==> src/rtl/bin_to_rns_9_8_7_if.sv <==
// bin_to_rns_9_8_7_if: valid/ready bundle between a binary producer and the 9-8-7 RNS forward converter.
interface bin_to_rns_9_8_7_if #(parameter int N_BITS = 9);
    logic              in_valid;
    logic              in_ready;
    logic [N_BITS-1:0] in_data;
    logic              out_valid;
    logic              out_ready;
    logic [2:0]        r7;
    logic [2:0]        r8;
    logic [3:0]        r9;
    logic              range_err;
    modport master (output in_valid, in_data, out_ready,
                    input  in_ready, out_valid, r7, r8, r9, range_err);
    modport slave  (input  in_valid, in_data, out_ready,
                    output in_ready, out_valid, r7, r8, r9, range_err);
endinterface

==> src/rtl/bin_to_rns_9_8_7.sv <==
// bin_to_rns_9_8_7: bit-serial MSB-first Horner reduction of a binary value into (mod 7, mod 8, mod 9) residues.
module bin_to_rns_9_8_7 #(parameter int N_BITS = 9) (
    input logic              clk,
    input logic              rst_n,
    bin_to_rns_9_8_7_if.slave bus
);
    localparam int CW = $clog2(N_BITS + 1);
    localparam int EW = N_BITS > 10 ? N_BITS : 10;
    typedef enum logic [1:0] {IDLE, CONV, DONE} state_t;
    state_t            state;
    logic [N_BITS-1:0] sh;
    logic [CW-1:0]     cnt;
    logic [2:0]        a7, a8;
    logic [3:0]        a9;
    logic              err;
    logic              b;
    logic [3:0]        t7, t8;
    logic [4:0]        t9;
    logic [2:0]        n7, n8;
    logic [3:0]        n9;
    logic [EW-1:0]     ext;
    assign b   = sh[N_BITS-1];
    assign t7  = {a7, b};
    assign t8  = {a8, b};
    assign t9  = {a9, b};
    // t < 2m always, so one conditional subtract completes the reduction; mod 8 is just the low bits
    assign n7  = t7 >= 4'd7 ? 3'(t7 - 4'd7) : t7[2:0];
    assign n8  = t8[2:0];
    assign n9  = t9 >= 5'd9 ? 4'(t9 - 5'd9) : t9[3:0];
    assign ext = EW'(bus.in_data);
    assign bus.in_ready = state == IDLE;
    always_ff @(posedge clk or negedge rst_n) begin
        if (!rst_n) begin
            state         <= IDLE;
            sh            <= '0;
            cnt           <= '0;
            a7            <= '0;
            a8            <= '0;
            a9            <= '0;
            err           <= 1'b0;
            bus.r7        <= '0;
            bus.r8        <= '0;
            bus.r9        <= '0;
            bus.range_err <= 1'b0;
            bus.out_valid <= 1'b0;
        end else begin
            case (state)
                IDLE: if (bus.in_valid) begin
                    sh    <= bus.in_data;
                    a7    <= '0;
                    a8    <= '0;
                    a9    <= '0;
                    cnt   <= '0;
                    err   <= ext >= EW'(504);
                    state <= CONV;
                end
                CONV: begin
                    sh  <= sh << 1;
                    a7  <= n7;
                    a8  <= n8;
                    a9  <= n9;
                    cnt <= cnt + 1'b1;
                    if (cnt == CW'(N_BITS - 1)) begin
                        bus.r7        <= n7;
                        bus.r8        <= n8;
                        bus.r9        <= n9;
                        bus.range_err <= err;
                        bus.out_valid <= 1'b1;
                        state         <= DONE;
                    end
                end
                DONE: if (bus.out_ready) begin
                    bus.out_valid <= 1'b0;
                    state         <= IDLE;
                end
                default: state <= IDLE;
            endcase
        end
    end
endmodule

==> src/flat_wrapper.sv <==
// flat-port wrapper written by rule: the top's interface ports become plain ports
module bin_to_rns_9_8_7_flat 
#(parameter int N_BITS = 9)
  (clk, rst_n, bus_in_valid, bus_in_data, bus_out_ready, bus_in_ready, bus_out_valid, bus_r7, bus_r8, bus_r9, bus_range_err);
  bin_to_rns_9_8_7_if #(.N_BITS(N_BITS)) bus_i ();
  input logic clk;
  input logic rst_n;
  input wire logic [$bits(bus_i.in_valid)-1:0] bus_in_valid;
  input wire logic [$bits(bus_i.in_data)-1:0] bus_in_data;
  input wire logic [$bits(bus_i.out_ready)-1:0] bus_out_ready;
  output wire logic [$bits(bus_i.in_ready)-1:0] bus_in_ready;
  output wire logic [$bits(bus_i.out_valid)-1:0] bus_out_valid;
  output wire logic [$bits(bus_i.r7)-1:0] bus_r7;
  output wire logic [$bits(bus_i.r8)-1:0] bus_r8;
  output wire logic [$bits(bus_i.r9)-1:0] bus_r9;
  output wire logic [$bits(bus_i.range_err)-1:0] bus_range_err;
  assign bus_i.in_valid = bus_in_valid;
  assign bus_i.in_data = bus_in_data;
  assign bus_i.out_ready = bus_out_ready;
  assign bus_in_ready = bus_i.in_ready;
  assign bus_out_valid = bus_i.out_valid;
  assign bus_r7 = bus_i.r7;
  assign bus_r8 = bus_i.r8;
  assign bus_r9 = bus_i.r9;
  assign bus_range_err = bus_i.range_err;
  bin_to_rns_9_8_7 #(.N_BITS(N_BITS)) u_core (.clk(clk), .rst_n(rst_n), .bus(bus_i));
endmodule
==> config.mk <==
export PLATFORM = sky130hd
export DESIGN_NAME = bin_to_rns_9_8_7_flat
export DESIGN_NICKNAME = d
export VERILOG_FILES = /design/src/rtl/bin_to_rns_9_8_7_if.sv /design/src/rtl/bin_to_rns_9_8_7.sv /design/src/flat_wrapper.sv
export SDC_FILE = /design/constraint.sdc
export NUM_CORES = 1
export LEC_CHECK = 0
export BUFFER_PORTS_ARGS = -buffer_cell sky130_fd_sc_hd__buf_2
export CAP_MARGIN = 10
export CORE_MARGIN = 8
export CORE_UTILIZATION = 62
export CTS_BUF_LIST = sky130_fd_sc_hd__clkbuf_4
export DETAILED_ROUTE_END_ITERATION = 7
export GPL_TIMING_DRIVEN = 0
export PLACE_DENSITY = 0.85
export SYNTH_ARGS = -nofsm -noshare
export SYNTH_HDL_FRONTEND = slang
export SYNTH_SLANG_ARGS = --single-unit
==> constraint.sdc <==
create_clock -name clk -period 3.09 [get_ports clk]
set_input_delay 0.4635 -clock clk [delete_from_list [all_inputs] [get_ports clk]]
set_output_delay 0.4635 -clock clk [all_outputs]
set_load 0.005 [all_outputs]
==> impl_metrics.tcl, run 1 <==
set metrics [dict create \
    status "complete, no violations" \
    die_area_sq_mm 0.00467 \
    place_area_sq_mm 0.00186 \
    reg2reg_slack_ps 1470 \
    p_per_area_mw_per_mm2 1020 \
    synth.distinct_cells 33 \
    setup_slack_ps 1470 \
    end_kind "flop" \
    die_w_microns 68.4 \
    finalPower_mw 1.97 \
    first_global_vias 1404 \
    syn-cell-area_sq_mm 0.00170 \
    whs_ps 195 \
    finalSetupViolations 0 \
    vias_per_cell 5.70 \
    min_period_ps 1620 \
    syn_to_final_growth_pct 12.9 \
    tightest_slew_ps 796 \
    fin_util 0.714 \
    drc 0 \
    tns_ps 0 \
    grt_pass1_wl_microns 5950 \
    clock_latency_ps 340 \
    min_period_over_period 0.526 \
    reg2reg_depth 5 \
    cp.arrival_ps 1860 \
    yosysSeqAreaShare 0.545 \
    yosys_register_bits 37 \
    rsz0062_at_grt "no" \
    cts_resized 0 \
    cts_tree "yes" \
    final_max_slew_viol_count 0 \
    worstSetupStartpointType "flop" \
    synth_area_leaders "dfrtp_1 (54%), o21ai_0 (7.1%), nand2_1 (6.0%)" \
    path_clk_slew_ps 110 \
    place_ws_ps 1490 \
    drt_iter0_markers 79 \
    vias 1369 \
    ir_worst_vdd_uv 763 \
    fin_area_sq_mm 0.00192 \
    cts.sinks 37 \
    initial_core_util 0.633 \
    hold_class "input pin to async pin" \
    n_antenna_cell 0 \
    clock_tree.root_cell "clkbuf_4" \
    syn_avg_cell_area_sq_um 9.66 \
    clock_path_buffers 2 \
    drt-pass1-iter-count 4 \
    grt_max_degree 38 \
    synth_top_area_frac 0.545 \
    yosys_warnings 0 \
    num_rows 19 \
    register_area_sq_um 926 \
    critPathRequiredTime_ps 3320 \
    wl_per_cell_microns 14.5 \
    slew-limit-headroom 0.469 \
    stdcell_count 240 \
    grt_usage 0.170 \
    finalClockSkew_ps 9.13 \
    numCtsBuffers 5 \
    multi_input_area_sq_um 689 \
    grt_overflow 0 \
    htree_levels 2 \
    power_leakage_nw 0.936 \
    drv_cap 0 \
    cp_max_fo 6 \
    syn-num-nets 194 \
    die_h_microns 68.4 \
    crit_type "flop to flop" \
    syn_inst 176 \
    grt_antenna_before_repair 0 \
    clock.fmax_ghz 0.615 \
    antenna_left 0 \
    post_cts_buffers 0 \
    io_pins 26 \
    synth_top_cell_by_area "dfrtp_1" \
    num-nets-final 226 \
    layout-drive-gt1-share 0.215 \
    hold_viol 0 \
    port_buffers 25 \
    hpwlAfterDp_microns 2570 \
    place.gp.congestion 0.842 \
    core_sq_mm 0.00269 \
    routed_wl_microns 3470 \
    num-fill-cells 206 \
    hold_buffers 0 \
    placed_cells 232 \
]
==> where the power goes <==
group          internal, mW  leakage [nW]  switching [mW]
Combinational         0.368         0.443           0.482
Sequential            0.702         0.457           0.164
Clock                0.0954        0.0354           0.154
==> final cells by class <==
class | count | share of cell area
Buffer | 9 | 0.0326
Tap cell | 31 | 0.0202
Inverter | 6 | 0.0117
Clock inverter | 2 | 0.00522
Sequential cell | 37 | 0.482
Timing Repair Buffer | 25 | 0.0652
Multi-Input combinational cell | 124 | 0.359
Clock buffer | 6 | 0.0235
==> routing by layer <==
metal	wire length [microns]	part of all wire	vias to the layer above	track usage
li1	-	-	674	-
met3	249	0.072	7	0.0524
met5	0	0	-	0
met4	64	0.018	0	0.0844
met1	1590	0.46	645	0.198
met2	1570	0.45	43	0.279
==> path summary, 6_finish.rpt <==
| check | startpoint | to |
|---|---|---|
| worst min-delay path | rst_n | u_core.a8[0] |
| min in group clk | bus_in_data[0] | u_core.sh[0] |
| worst max register to register | u_core.a9[0] | u_core.bus.r9[1] |
| worst min register to register | u_core.bus.r8[2] | u_core.bus.r8[2] |
| max in group asynchronous | rst_n | u_core.a9[1] |
| worst max-delay path | u_core.a9[0] | u_core.bus.r9[1] |
==> cell usage in the layout, fill, tap and decap left out <==
cell      synthesis  routed
a211o_1           1       1
o31a_1            1       1
nor2_1           19      19
and3b_1           1       1
clkbuf_4          0       6
inv_1             6       6
nand2_4           1       1
a21oi_1           3       3
nand4_1           2       2
nor3b_1           2       2
a22oi_1           1       1
dfrtp_1          37      37
o21ai_0          24      24
buf_6             3       3
a31oi_1           2       2
nand2b_1          3       3
nand2_1          27      27
nand3b_1          1       1
ha_1              5       5
xnor2_1           1       1
nor2b_1           1       1
mux2_4            1       1
nor4_1            1       1
nand3_1           9       9
o31ai_1           3       3
buf_2             5      30
mux2i_1           1       1
and2_4            1       1
o21ai_1           1       1
o31ai_2           1       1
clkinv_2          0       2
or3b_1            1       1
clkbuf_1          1       1
o22ai_1           7       7
nor3_1            3       3
==> worst max-delay path: stages (launching register included) <==
cell and delay [ps]:
dfrtp_1 450, inv_1 90, ha_1 220, nor4_1 340, a21oi_1 160, mux2_4 270
==> synthesized netlist by cell type <==
master / number
buf_2: 5
o21ai_1: 1
nand2_1: 27
nand4_1: 2
ha_1: 5
nor3_1: 3
or3b_1: 1
nor2_1: 19
mux2_4: 1
a22oi_1: 1
nor4_1: 1
inv_1: 6
buf_6: 3
a211o_1: 1
and3b_1: 1
nand2_4: 1
o31ai_2: 1
nand3b_1: 1
a31oi_1: 2
mux2i_1: 1
dfrtp_1: 37
o31a_1: 1
nor3b_1: 2
o31ai_1: 3
nand2b_1: 3
nand3_1: 9
a21oi_1: 3
o22ai_1: 7
o21ai_0: 24
clkbuf_1: 1
and2_4: 1
nor2b_1: 1
xnor2_1: 1
==> sequential cells by signal (all words and copies together), names as in the netlist <==
signal	flops
u_core.a7	3
u_core.a8	2
u_core.a9	4
u_core.bus.out_valid	1
u_core.bus.r7	3
u_core.bus.r8	3
u_core.bus.r9	4
u_core.bus.range_err	1
u_core.cnt	4
u_core.err	1
u_core.sh	9
u_core.state	2
==> logic make-up after synthesis <==
family                   Yosys count  synth area share
multiplexers                       2            0.0147
adder cells (fa/ha/maj)            5            0.0368
buffers and inverters             15            0.0500
AO/OA/AOI/OAI                     44             0.151
AND/OR/NAND/NOR                   72             0.198
flip-flops                        37             0.545
XOR/XNOR                           1           0.00515
No activity file was read; power rests on OpenSTA's default activity.
==> run 2: changes to the inputs <==
Settings changed: CORE_UTILIZATION 62 to 58, PLACE_DENSITY 0.85 to 0.8.
Clock period 3.09 ns to 1.7 ns, I/O delays scaled along.
==> impl_metrics.tcl, run 2 (synthesis gave the netlist of run 1 again) <==
set metrics [dict create \
    worstSetupStartpointType "flop" \
    tightest_slew_ps 770 \
    routed_wl_microns 3470 \
    final_max_slew_viol_count 0 \
    end_kind "flop" \
    drt_iter0_markers 79 \
    htree_levels 2 \
    clock_tree.root_cell "clkbuf_4" \
    antenna_left 0 \
    n_antenna_cell 0 \
    syn_to_final_growth_pct 13.2 \
    failed_checks "hold timing" \
    grt_max_degree 38 \
    io_pins 26 \
    path_clk_slew_ps 100 \
    max_flop_register "u_core.sh" \
    core_sq_mm 0.00278 \
    cp_max_fo 8 \
    hpwlAfterDp_microns 2590 \
    num-nets-final 226 \
    numCtsBuffers 5 \
    die_w_microns 70.1 \
    register_area_sq_um 927 \
    cp.arrival_ps 1810 \
    ir_worst_vdd_uv 1530 \
    status "finished, violations left" \
    critPathMaxStageDelay_ps 430 \
    multi_input_area_sq_um 701 \
    power_leakage_nw 0.931 \
    min_period_over_period 0.930 \
    final_common_cell "dfrtp_1" \
    drt-pass1-iter-count 5 \
    hold_viol 37 \
    num-fill-cells 217 \
    rsz0062_at_grt "no" \
    layout-drive-gt1-share 0.221 \
    min_period_ps 1580 \
    crit_path_top_delay_cell "dfrtp_1" \
    die_area_sq_mm 0.00492 \
    first_global_vias 1313 \
    cts_tree "yes" \
    whs_ps -15.0 \
    largest_register_ffs 9 \
    p_per_area_mw_per_mm2 1870 \
    grt_antenna_before_repair 0 \
    place.gp.congestion 0.807 \
    final_cell_mix "dfrtp_1 (36), buf_2 (30), nand2_1 (27)" \
    fin_util 0.692 \
    clock_path_buffers 2 \
    port_buffers 25 \
    post_cts_buffers 0 \
    cts.sinks 37 \
    finalClockSkew_ps 6.90 \
    hold_class "input pin to async pin" \
    clock.fmax_ghz 0.632 \
    stdcell_count 239 \
    slew-limit-headroom 0.486 \
    wl_per_cell_microns 14.5 \
    finalSetupViolations 0 \
    grt_overflow 0 \
    critPathRequiredTime_ps 1930 \
    crit_type "flop to flop" \
    vias 1346 \
    initial_core_util 0.611 \
    grt_pass1_wl_microns 5990 \
    vias_per_cell 5.63 \
    drv_cap 0 \
    drc 0 \
    num_rows 19 \
    placed_cells 232 \
    tns_ps 0 \
    grt_usage 0.148 \
    die_h_microns 70.1 \
    clock_latency_ps 330 \
    crit_chain "inv_1 -> ha_1 -> and3b_1 -> and2_4 -> buf_6 -> mux2_4" \
]
==> run 2: layout make-up <==
class                      instances  area share
sequential                        37       0.481
multi-input combinational        124       0.364
timing repair buffer              25      0.0650
buffer                             9      0.0325
clock buffer                       6      0.0234
tap                               31      0.0201
inverter                           6      0.0117
clock inverter                     1     0.00195
==> run 2: worst max-delay path: cells and delay by family (launching register included) <==
kind          cells  cell delay [ps]
simple gates      2              380
mux               1              280
fa+ha+maj         1              200
buf+inv           2              200
flops             1              430
==> run 2: worst paths after layout <==
kind	startpoint	end	slack [ps]	cells after the start
min in group clk	bus_out_ready	u_core.state[1]	110	2
setup / recovery	u_core.cnt[0]	u_core.bus.r9[1]	120	6
max in group asynchronous	rst_n	u_core.sh[8]	1190	1
setup reg to reg	u_core.cnt[0]	u_core.bus.r9[1]	120	6
hold / removal	rst_n	u_core.state[1]	-20	1
hold reg to reg	u_core.bus.range_err	u_core.bus.range_err	480	2
==> run 2: where the power goes <==
group          leakage [nW]  switching, mW  internal (mW)
registers             0.456          0.310           1.28
logic                 0.445          0.899          0.687
clock network        0.0292          0.260          0.166
total                 0.931           1.47           2.13
==> run 2: metrics by stage <==
step                      power [mW]  hold slack (ps)  worst slack [ps]  area (sq um)
after detailed placement        3.16              378              79.9          1860
after floorplan                 2.63            -40.6               245          1700
after CTS                       3.58             3.98              61.4          1910
final                           3.60            -15.0               118          1930
after global routing            3.92             41.8              23.8          1930
after global placement          3.04              373               149          1860
==> run 2: timing repair <==
item / in CTS / in global routing
resized for setup: 0 / 3
endpoints found under the setup margin: 0 / 4
endpoints found under the hold margin: 0 / 0
hold buffers: 0 / 0
==> run 2: metal layers <==
| metal | GRT usage | part of all wire | vias up |
|---|---|---|---|
| met5 | 0 | 0 | - |
| met4 | 0.0402 | 0.010 | 0 |
| met3 | 0.0664 | 0.080 | 5 |
| met2 | 0.235 | 0.47 | 51 |
| met1 | 0.178 | 0.44 | 617 |
| li1 | - | - | 673 |
